## src/rtl/fir_pkg.sv

```systemverilog
// rtl/fir_pkg.sv - shared FSM encoding and sizing/saturation helpers for the FIR MAC
package fir_pkg;

    typedef enum logic [1:0] {
        ST_IDLE  = 2'd0,
        ST_FETCH = 2'd1,
        ST_MAC   = 2'd2,
        ST_OUT   = 2'd3
    } fir_state_e;

    // Smallest number of bits able to index 'value' distinct entries.
    function automatic int fir_clog2(input int value);
        int result;
        result = 0;
        for (int i = 0; i < 31; i++) begin
            if ((1 << i) < value) begin
                result = i + 1;
            end
        end
        return result;
    endfunction

    // Largest value representable in a signed word of 'width' bits.
    function automatic longint SAT_MAX(input int width);
        return (longint'(1) <<< (width - 1)) - longint'(1);
    endfunction

    // Smallest value representable in a signed word of 'width' bits.
    function automatic longint SAT_MIN(input int width);
        return -(longint'(1) <<< (width - 1));
    endfunction

endpackage

```

## src/rtl/fir_round_sat.sv

```systemverilog
// rtl/fir_round_sat.sv - round-half-up shift and clip of the accumulator to the output width
module fir_round_sat
    import fir_pkg::*;
#(
    parameter int ACC_W = 24,
    parameter int OUT_W = 16,
    parameter int SHIFT = 0
) (
    input  logic signed [ACC_W-1:0] acc_i,
    output logic signed [OUT_W-1:0] value_o,
    output logic                    clip_o
);

    // One guard bit so adding the rounding bias can never wrap.
    localparam int WIDE_W = ACC_W + 1;
    localparam logic signed [WIDE_W-1:0] BIAS =
        (SHIFT > 0) ? (WIDE_W'(1) << ((SHIFT > 0) ? SHIFT - 1 : 0)) : '0;
    localparam logic signed [WIDE_W-1:0] MAX_W = WIDE_W'(SAT_MAX(OUT_W));
    localparam logic signed [WIDE_W-1:0] MIN_W = WIDE_W'(SAT_MIN(OUT_W));

    if (OUT_W > ACC_W) begin : g_out_w_check
        $error("fir_round_sat: OUT_W must not exceed ACC_W");
    end

    logic signed [WIDE_W-1:0] biased;
    logic signed [WIDE_W-1:0] shifted;

    // Add half an LSB of the shifted result, arithmetic shift, then clip to the output range.
    always_comb begin
        biased  = {acc_i[ACC_W-1], acc_i} + BIAS;
        shifted = biased >>> SHIFT;
        value_o = shifted[OUT_W-1:0];
        clip_o  = 1'b0;
        if (shifted > MAX_W) begin
            value_o = MAX_W[OUT_W-1:0];
            clip_o  = 1'b1;
        end else if (shifted < MIN_W) begin
            value_o = MIN_W[OUT_W-1:0];
            clip_o  = 1'b1;
        end
    end

endmodule

```

## src/rtl/fir_mac_seq.sv

```systemverilog
// rtl/fir_mac_seq.sv - sequential multiply-accumulate over a delay-chain snapshot and SRAM coefficients
module fir_mac_seq
    import fir_pkg::*;
#(
    parameter int NUM_TAPS = 10,
    parameter int DATA_W   = 3,
    parameter int COEFF_W  = 16,
    parameter int ACC_W    = 24,
    parameter int OUT_W    = 16,
    parameter int SHIFT    = 0,
    localparam int ADDR_W  = fir_clog2(NUM_TAPS)
) (
    input  logic                         iClk12M,
    input  logic                         iRst,
    input  logic                         iStart,
    input  logic [NUM_TAPS*DATA_W-1:0]   iDelay,
    input  logic [COEFF_W-1:0]           iCoeff,
    output logic                         oCoeffRd,
    output logic [ADDR_W-1:0]            oCoeffAddr,
    output logic                         oBusy,
    output logic [OUT_W-1:0]             oMac,
    output logic                         oMacValid,
    output logic                         oSat,
    output logic                         oOverrun
);

    if (NUM_TAPS < 2) begin : g_taps_check
        $error("fir_mac_seq: NUM_TAPS must be at least 2");
    end
    if (ACC_W < DATA_W + COEFF_W + fir_clog2(NUM_TAPS)) begin : g_acc_w_check
        $error("fir_mac_seq: ACC_W too small to hold the full-precision sum");
    end

    localparam logic [ADDR_W-1:0] LAST_TAP = ADDR_W'(NUM_TAPS - 1);

    fir_state_e                    state_q, state_d;
    logic [ADDR_W-1:0]             cnt_q, cnt_d;
    logic [NUM_TAPS*DATA_W-1:0]    snap_q, snap_d;
    logic signed [ACC_W-1:0]       acc_q, acc_d;
    logic [OUT_W-1:0]              mac_q, mac_d;
    logic                          valid_q, valid_d;
    logic                          sat_q, sat_d;
    logic                          ovr_q, ovr_d;

    logic [DATA_W-1:0]             tap_sel;
    logic signed [ACC_W-1:0]       coeff_ext;
    logic signed [ACC_W-1:0]       tap_ext;
    logic signed [ACC_W-1:0]       product;
    logic signed [OUT_W-1:0]       rs_value;
    logic                          rs_clip;

    // Both operands are widened to the accumulator width so the product is exact.
    assign tap_sel   = snap_q[cnt_q*DATA_W +: DATA_W];
    assign coeff_ext = {{(ACC_W-COEFF_W){iCoeff[COEFF_W-1]}}, iCoeff};
    assign tap_ext   = {{(ACC_W-DATA_W){tap_sel[DATA_W-1]}}, tap_sel};
    assign product   = coeff_ext * tap_ext;

    fir_round_sat #(
        .ACC_W (ACC_W),
        .OUT_W (OUT_W),
        .SHIFT (SHIFT)
    ) u_round_sat (
        .acc_i   (acc_q),
        .value_o (rs_value),
        .clip_o  (rs_clip)
    );

    // Next-state, datapath updates and SRAM read strobes; the read issued in cycle k lands in cycle k+1.
    always_comb begin
        state_d    = state_q;
        cnt_d      = cnt_q;
        snap_d     = snap_q;
        acc_d      = acc_q;
        mac_d      = mac_q;
        valid_d    = 1'b0;
        sat_d      = 1'b0;
        ovr_d      = ovr_q;
        oCoeffRd   = 1'b0;
        oCoeffAddr = '0;

        if (iStart && (state_q != ST_IDLE)) begin
            ovr_d = 1'b1;
        end

        case (state_q)
            ST_IDLE: begin
                if (iStart) begin
                    state_d = ST_FETCH;
                    snap_d  = iDelay;
                    acc_d   = '0;
                    cnt_d   = '0;
                end
            end
            ST_FETCH: begin
                oCoeffRd   = 1'b1;
                oCoeffAddr = '0;
                cnt_d      = '0;
                state_d    = ST_MAC;
            end
            ST_MAC: begin
                acc_d = acc_q + product;
                if (cnt_q == LAST_TAP) begin
                    state_d = ST_OUT;
                end else begin
                    oCoeffRd   = 1'b1;
                    oCoeffAddr = cnt_q + ADDR_W'(1);
                    cnt_d      = cnt_q + ADDR_W'(1);
                end
            end
            ST_OUT: begin
                mac_d   = rs_value;
                sat_d   = rs_clip;
                valid_d = 1'b1;
                cnt_d   = '0;
                state_d = ST_IDLE;
            end
            default: begin
                state_d = ST_IDLE;
            end
        endcase
    end

    // State and datapath registers; reset abandons any computation in flight.
    always_ff @(posedge iClk12M) begin
        if (iRst) begin
            state_q <= ST_IDLE;
            cnt_q   <= '0;
            snap_q  <= '0;
            acc_q   <= '0;
            mac_q   <= '0;
            valid_q <= 1'b0;
            sat_q   <= 1'b0;
            ovr_q   <= 1'b0;
        end else begin
            state_q <= state_d;
            cnt_q   <= cnt_d;
            snap_q  <= snap_d;
            acc_q   <= acc_d;
            mac_q   <= mac_d;
            valid_q <= valid_d;
            sat_q   <= sat_d;
            ovr_q   <= ovr_d;
        end
    end

    assign oBusy     = (state_q != ST_IDLE);
    assign oMac      = mac_q;
    assign oMacValid = valid_q;
    assign oSat      = sat_q;
    assign oOverrun  = ovr_q;

endmodule
```

## config.mk

```make
export PLATFORM = sky130hd
export DESIGN_NAME = fir_mac_seq
export DESIGN_NICKNAME = d
export VERILOG_FILES = /design/src/rtl/fir_pkg.sv /design/src/rtl/fir_round_sat.sv /design/src/rtl/fir_mac_seq.sv
export SDC_FILE = /design/constraint.sdc
export NUM_CORES = 1
export LEC_CHECK = 0
export BUFFER_PORTS_ARGS = -buffer_cell sky130_fd_sc_hd__buf_2
export CAP_MARGIN = 30
export CORE_MARGIN = 2
export CORE_UTILIZATION = 54
export CTS_CLUSTER_DIAMETER = 60
export CTS_CLUSTER_SIZE = 30
export DETAILED_ROUTE_END_ITERATION = 10
export GPL_TIMING_DRIVEN = 0
export PLACE_DENSITY = 0.87
export SLEW_MARGIN = 10
export SYNTH_ARGS = -nofsm -noshare
export SYNTH_HDL_FRONTEND = slang
export SYNTH_HIERARCHICAL = 1
export SYNTH_SLANG_ARGS = --single-unit
```

## constraint.sdc

```tcl
create_clock -name iClk12M -period 4.25 [get_ports iClk12M]
set_input_delay 0.425 -clock iClk12M [delete_from_list [all_inputs] [get_ports iClk12M]]
set_output_delay 0.425 -clock iClk12M [all_outputs]
set_load 0.1 [all_outputs]
```

; Yosys cells after proc, flatten, opt, wreduce, memory -nomap -nowiden
; Cells that the tools add are included.
; W data, S select, Z words.
[classes]
addsub = 2
bitwise_logic = 1
n_shift = 1
mul = 2
mux = 17
n_lt_le_gt_ge = 2
n_reduce_logical = 10
n_eq_ne = 7
[ops]
columns = op, count
row1 = $pmux W24 S2, 1
row2 = $mux W16, 2
row3 = $shiftx A30 B7 Y3, 1
row4 = $add A24 B19 Y24, 1
row5 = $gt A24 B16 Y1 const B, 1
row6 = $lt A24 B16 Y1 const B, 1
row7 = $mux W24, 1
row8 = $mul A16 B3 Y19, 1
row9 = $mux W4, 4
row10 = $pmux W4 S3, 1
row11 = $pmux W2 S4, 1
row12 = $reduce_and A2 Y1, 4
row13 = $mul A4 B2 Y6 const B, 1
row14 = $ne A2 B2 Y1 const B, 3
row15 = $add A4 B1 Y4 const B, 1
row16 = $eq A2 B2 Y1 const B, 2
row17 = $eq A4 B4 Y1 const B, 1
row18 = $mux W1, 4
row19 = $mux W2, 2
row20 = $reduce_bool A2 Y1, 2
row21 = $reduce_or A2 Y1, 2
row22 = $eq A2 B1 Y1 const B, 1
row23 = $logic_not A2 Y1, 1
row24 = $pmux W1 S2, 1
row25 = 2 further kinds, 2
[totals]
register_bits = 79

; Longest topological paths before layout
[depth]
word_depth = 5
depth_mapped = 21
depth_no_buf = 19

; Modules after synthesis
; The synthesis kept the hierarchy.
[by_module_without_submodules]
columns = mod, cells_each, area_per_inst_um2, n_inst, seq_area_each_um2
row1 = fir_mac_seq, 632, 5605.4, 1, 1581.5
row2 = fir_round_sat, 45, 300.3, 1, 0.0

; Least setup slack after synthesis
; OpenSTA, ideal clock, no wires.
[synth_timing]
path_kind = reg2reg
start = register cnt_q[0]
end = register acc_q[10]
required_time_ps = 4121
synth_period_minus_slack_ps = 4650
slack_ps = -400
setup_time_ps = 129
path_stages_with_launch = 21
arrival_ps = 4521
path_cell_list = dfxtp_1 -> buf_6 -> mux4_2 -> mux2i_1 -> o22ai_2 -> buf_6 -> nand2_1 -> fa_1 -> fa_1 -> fa_1 -> inv_1 -> ha_1 -> inv_1 -> fa_1 -> nand2b_1 -> a21oi_1 -> or2_2 -> a21o_1 -> a21oi_1 -> xor2_1 -> o21ai_0
[synth_via]
elab_chain_len = 5
[synth_lines]
columns = item, line
row1 = start: declaration, fir_mac_seq.sv:37  ; logic [ADDR_W-1:0] cnt_q, cnt_d;
row2 = start signal: assignment, fir_mac_seq.sv:136  ; cnt_q <= cnt_d;
row3 = $mul A4 B2 Y6, fir_mac_seq.sv:53  ; assign tap_sel = snap_q[cnt_q*DATA_W +: DATA_W];
row4 = $shiftx A30 B7 Y3, fir_mac_seq.sv:53
row5 = $mul A16 B3 Y19, fir_mac_seq.sv:56  ; assign product = coeff_ext * tap_ext;
row6 = $add A24 B19 Y24, fir_mac_seq.sv:101  ; acc_d = acc_q + product;
row7 = $pmux W24 S2, fir_mac_seq.sv:85  ; case (state_q)
row8 = end signal: assignment, fir_mac_seq.sv:129  ; acc_q <= '0;
row9 = end signal: assignment, fir_mac_seq.sv:138  ; acc_q <= acc_d;
row10 = end: declaration, fir_mac_seq.sv:39  ; logic signed [ACC_W-1:0] acc_q, acc_d;
; No other way between the ends.
; A chain may end at the register's enable or synchronous reset.

; Final worst setup path
[layout_timing]
start = register cnt_q[0]
end = register acc_q[20]
; Same word-level chain as after synthesis.

==> results.yml <==
outcome:
  status: "complete, but fails checks"
  violations: "setup timing"
finish:
  synthToLayoutAreaGrowth_pct: 22.2
  fill_cells: 816
  multi_input_area_um2: 4430
  diodes: 0
  final_cells: 922
  post_route_cells_drive_above_1_share_pct: 25.3
  fin_nets: 917
  register_area_um2: 1590
yosys:
  synth_edf_count: 0
  synth_top_area_share_pct: 26.8
  synth.cell_area_um2: 5910
  synth_area_per_cell_um2: 8.72
  yosysSeqAreaShare_pct: 26.8
  ys_warn_count: 6
  synthDistinctLibCells: 53
  ys_ff_latch: 79
  yosysMostFrequentCell: "nand2_1"
  synth-async-reset-ratio_pct: 0
  synth_commonest_cells: "nand2_1 (95), dfxtp_1 (79), nor2_1 (68)"
  synth_nets: 817
  yosys_most_used_dff: "dfxtp_1"
  yosys.area.top_type: "dfxtp_1"
  yosys-top-cells-area: "dfxtp_1 (27%), fa_1 (13%), ha_1 (11%)"
  syn_inst: 677
sta:
  fin_crit_ns: 4.89
  drv_slew: 0
  timing.final.ws_setup_ns: -0.638
  max_clock_freq_mhz: 205
  rsz0062_at_grt: "yes"
  report.final.hold_viol_count: 0
  finalSetupViolCount: 19
  min_period_over_period_pct: 115
  fin_skew_ns: 0.0115
  tightest_slew_ns: 0.640
  relSlewSlack_pct: 57.3
routing:
  final_antenna_net_count: 0
  wl_per_cell_um: 16.9
  vias: 5427
  wirelength_um: 15600
  drc: 0
  drt-vias-per-instance: 5.89
  drtIter0Drc: 413
  dr.pass1.iters: 5
clock_tree:
  cts_sinks: 79
  cts_buffers: 9
  cts_hold_buf: 0
  tritoncts: "built"
  h-tree-depth: 3
  clock_latency_ns: 0.38
  cts.clk_slew.worst_paths_ns: 0.10
  clockBufferDepth: 2
  clock_tree.root_cell: "clkbuf_8"
setup_path:
  path_max_fanout: 5
  cpMostUsedCell: "fa_1"
  cp-end-kind: "flop"
  path_buf_inv: 4
  path_cells: "buf_8 > mux4_2 > mux2i_2 > o22ai_4 > buf_6 > nand2_4 > fa_1 > fa_1 > fa_1 > inv_2 > ha_4 > inv_2 > fa_2 > nand2b_4 > a21oi_4 > o211ai_1 > a31oi_2 > a21oi_2 > xor2_1 > o21ai_1"
  max_stage_delay_ns: 0.57
  startpoint_type: "flop"
  worst-setup-path-type: "flop to flop"
  required_ns: 4.50
  cp_top_family: "adder cells"
  cp.arrival_ns: 5.14
  cp_slowest_cell: "fa_1"
global_route:
  grt_pass1_vias: 4994
  grt_pass1_wl_um: 23200
  overflow: 0
  grt_usage_pct: 25.0
  grt_max_degree: 17
  antenna_found_initial: 0
floorplan:
  start_util_pct: 55.0
  fp.dieH_um: 109
  core_um2: 10700
  die_x_um: 109
  rows: 38
  die_area_um2: 11800
  io_pins: 74
power_and_ir_drop:
  vdd_drop_max_v: 0.000260
  total_power_w: 0.00331
  power.leakage_nw: 3.13
  pwr_density_cell_nw_per_um2: 458
min_path:
  min_path_type: "primary input to flop"
placement:
  numPortBuffers: 73
  dp_cells: 890
  hpwl_um: 10400
  gp_congestion: 0.952
flow_run:
  drv_cap: 0
[registers in the layout, indices dropped and copies added, names as in the netlist]
register / flops
oSat: 1
cnt_q: 4
snap_q: 30
state_q: 2
oMacValid: 1
oOverrun: 1
acc_q: 24
oMac: 16
[what timing repair did]
item	in CTS	in global routing
pin swaps	15	42
endpoints found under the setup margin	21	21
gates resized for setup	17	51
cloned	0	0
buffers inserted	11	7
[cell type report]
class | count | area share, %
clock buffer | 9 | 1.72
multi-input combinational | 532 | 61.4
inverter | 29 | 1.51
tap | 140 | 2.43
sequential | 79 | 22.0
timing repair buffer | 90 | 7.11
buffer | 36 | 2.72
clock inverter | 7 | 1.18
[layout by cell type, fill, tap and decap left out, types with 4 or more instances in the layout]
cell type | Yosys | final
nand2_1 | 95 | 93
dfxtp_1 | 79 | 78
buf_2 | 5 | 77
nor2_1 | 68 | 66
a21oi_1 | 61 | 51
fa_1 | 38 | 36
ha_1 | 53 | 29
inv_1 | 29 | 26
and2_1 | 26 | 24
mux2i_1 | 24 | 22
nand3_1 | 23 | 22
ha_4 | 0 | 21
clkbuf_1 | 20 | 19
buf_4 | 3 | 16
a2bb2oi_1 | 15 | 15
xor2_1 | 13 | 13
o21ai_0 | 21 | 12
and2_4 | 9 | 11
o21ai_1 | 2 | 10
a21oi_2 | 1 | 9
clkbuf_8 | 0 | 9
xnor2_1 | 8 | 8
o211ai_1 | 7 | 7
a22oi_1 | 7 | 7
buf_6 | 4 | 6
nand2b_1 | 8 | 6
mux4_2 | 3 | 5
and3_1 | 5 | 5
inv_6 | 0 | 5
nor2b_1 | 4 | 4
a31oi_1 | 5 | 4
o21a_1 | 4 | 4
[through the flow]
step	instance area, µm²	hold slack, ns	utilization, %	TNS [ns]	worst slack [ns]
floorplan	5960	0.432	-	-0.502	-0.109
global placement	6500	0.438	60.5	-8.06	-0.614
detailed placement	6500	0.443	60.5	-9.05	-0.659
CTS	6900	0.274	64.2	-5.96	-0.506
global route	7220	0.276	67.2	-10.39	-0.792
finish	7220	0.272	67.2	-7.79	-0.638
[cells by family after synthesis]
logic type      after synthesis  synth area share (%)
simple gates                251                  19.7
flops                        79                  26.8
xor+xnor                     21                  3.11
mux                          30                  6.55
fa+ha+maj                    91                  24.1
buf+inv                      66                  5.06
compound gates              139                  14.7
[worst register-to-register path: cells and delay by family (launching register included)]
kind / cells / cell delay, ns
AO/OA/AOI/OAI: 6 / 0.85
adder cells (fa/ha/maj): 5 / 1.95
buffers and inverters: 4 / 0.41
XOR/XNOR: 1 / 0.20
multiplexers: 2 / 0.73
flip-flops: 1 / 0.41
AND/OR/NAND/NOR: 2 / 0.22
[layer usage]
metal  global-route usage, %  routed length [µm]
met5                       0                   0
met4                    6.96                 648
met3                    3.92                1020
met2                    44.0                7720
met1                    31.9                6200
[final timing paths]
kind              start         end  slack, ns  depth (start not counted)
max            cnt_q[0]   acc_q[20]      -0.64                         20
min          iDelay[20]  snap_q[20]       0.27                          3
max reg2reg    cnt_q[0]   acc_q[20]      -0.64                         20
min reg2reg  snap_q[15]  snap_q[15]       0.46                          2
[where the power goes]
group / internal, W / leakage [nW] / total, W / switching, W
clock: 0.000286 / 0.108 / 0.000621 / 0.000335
sequential: 0.000830 / 0.642 / 0.000898 / 0.0000680
combinational: 0.000724 / 2.38 / 0.00179 / 0.00106
total: 0.00184 / 3.13 / 0.00331 / 0.00147
Note: power is estimated with default switching activity, not from simulation.
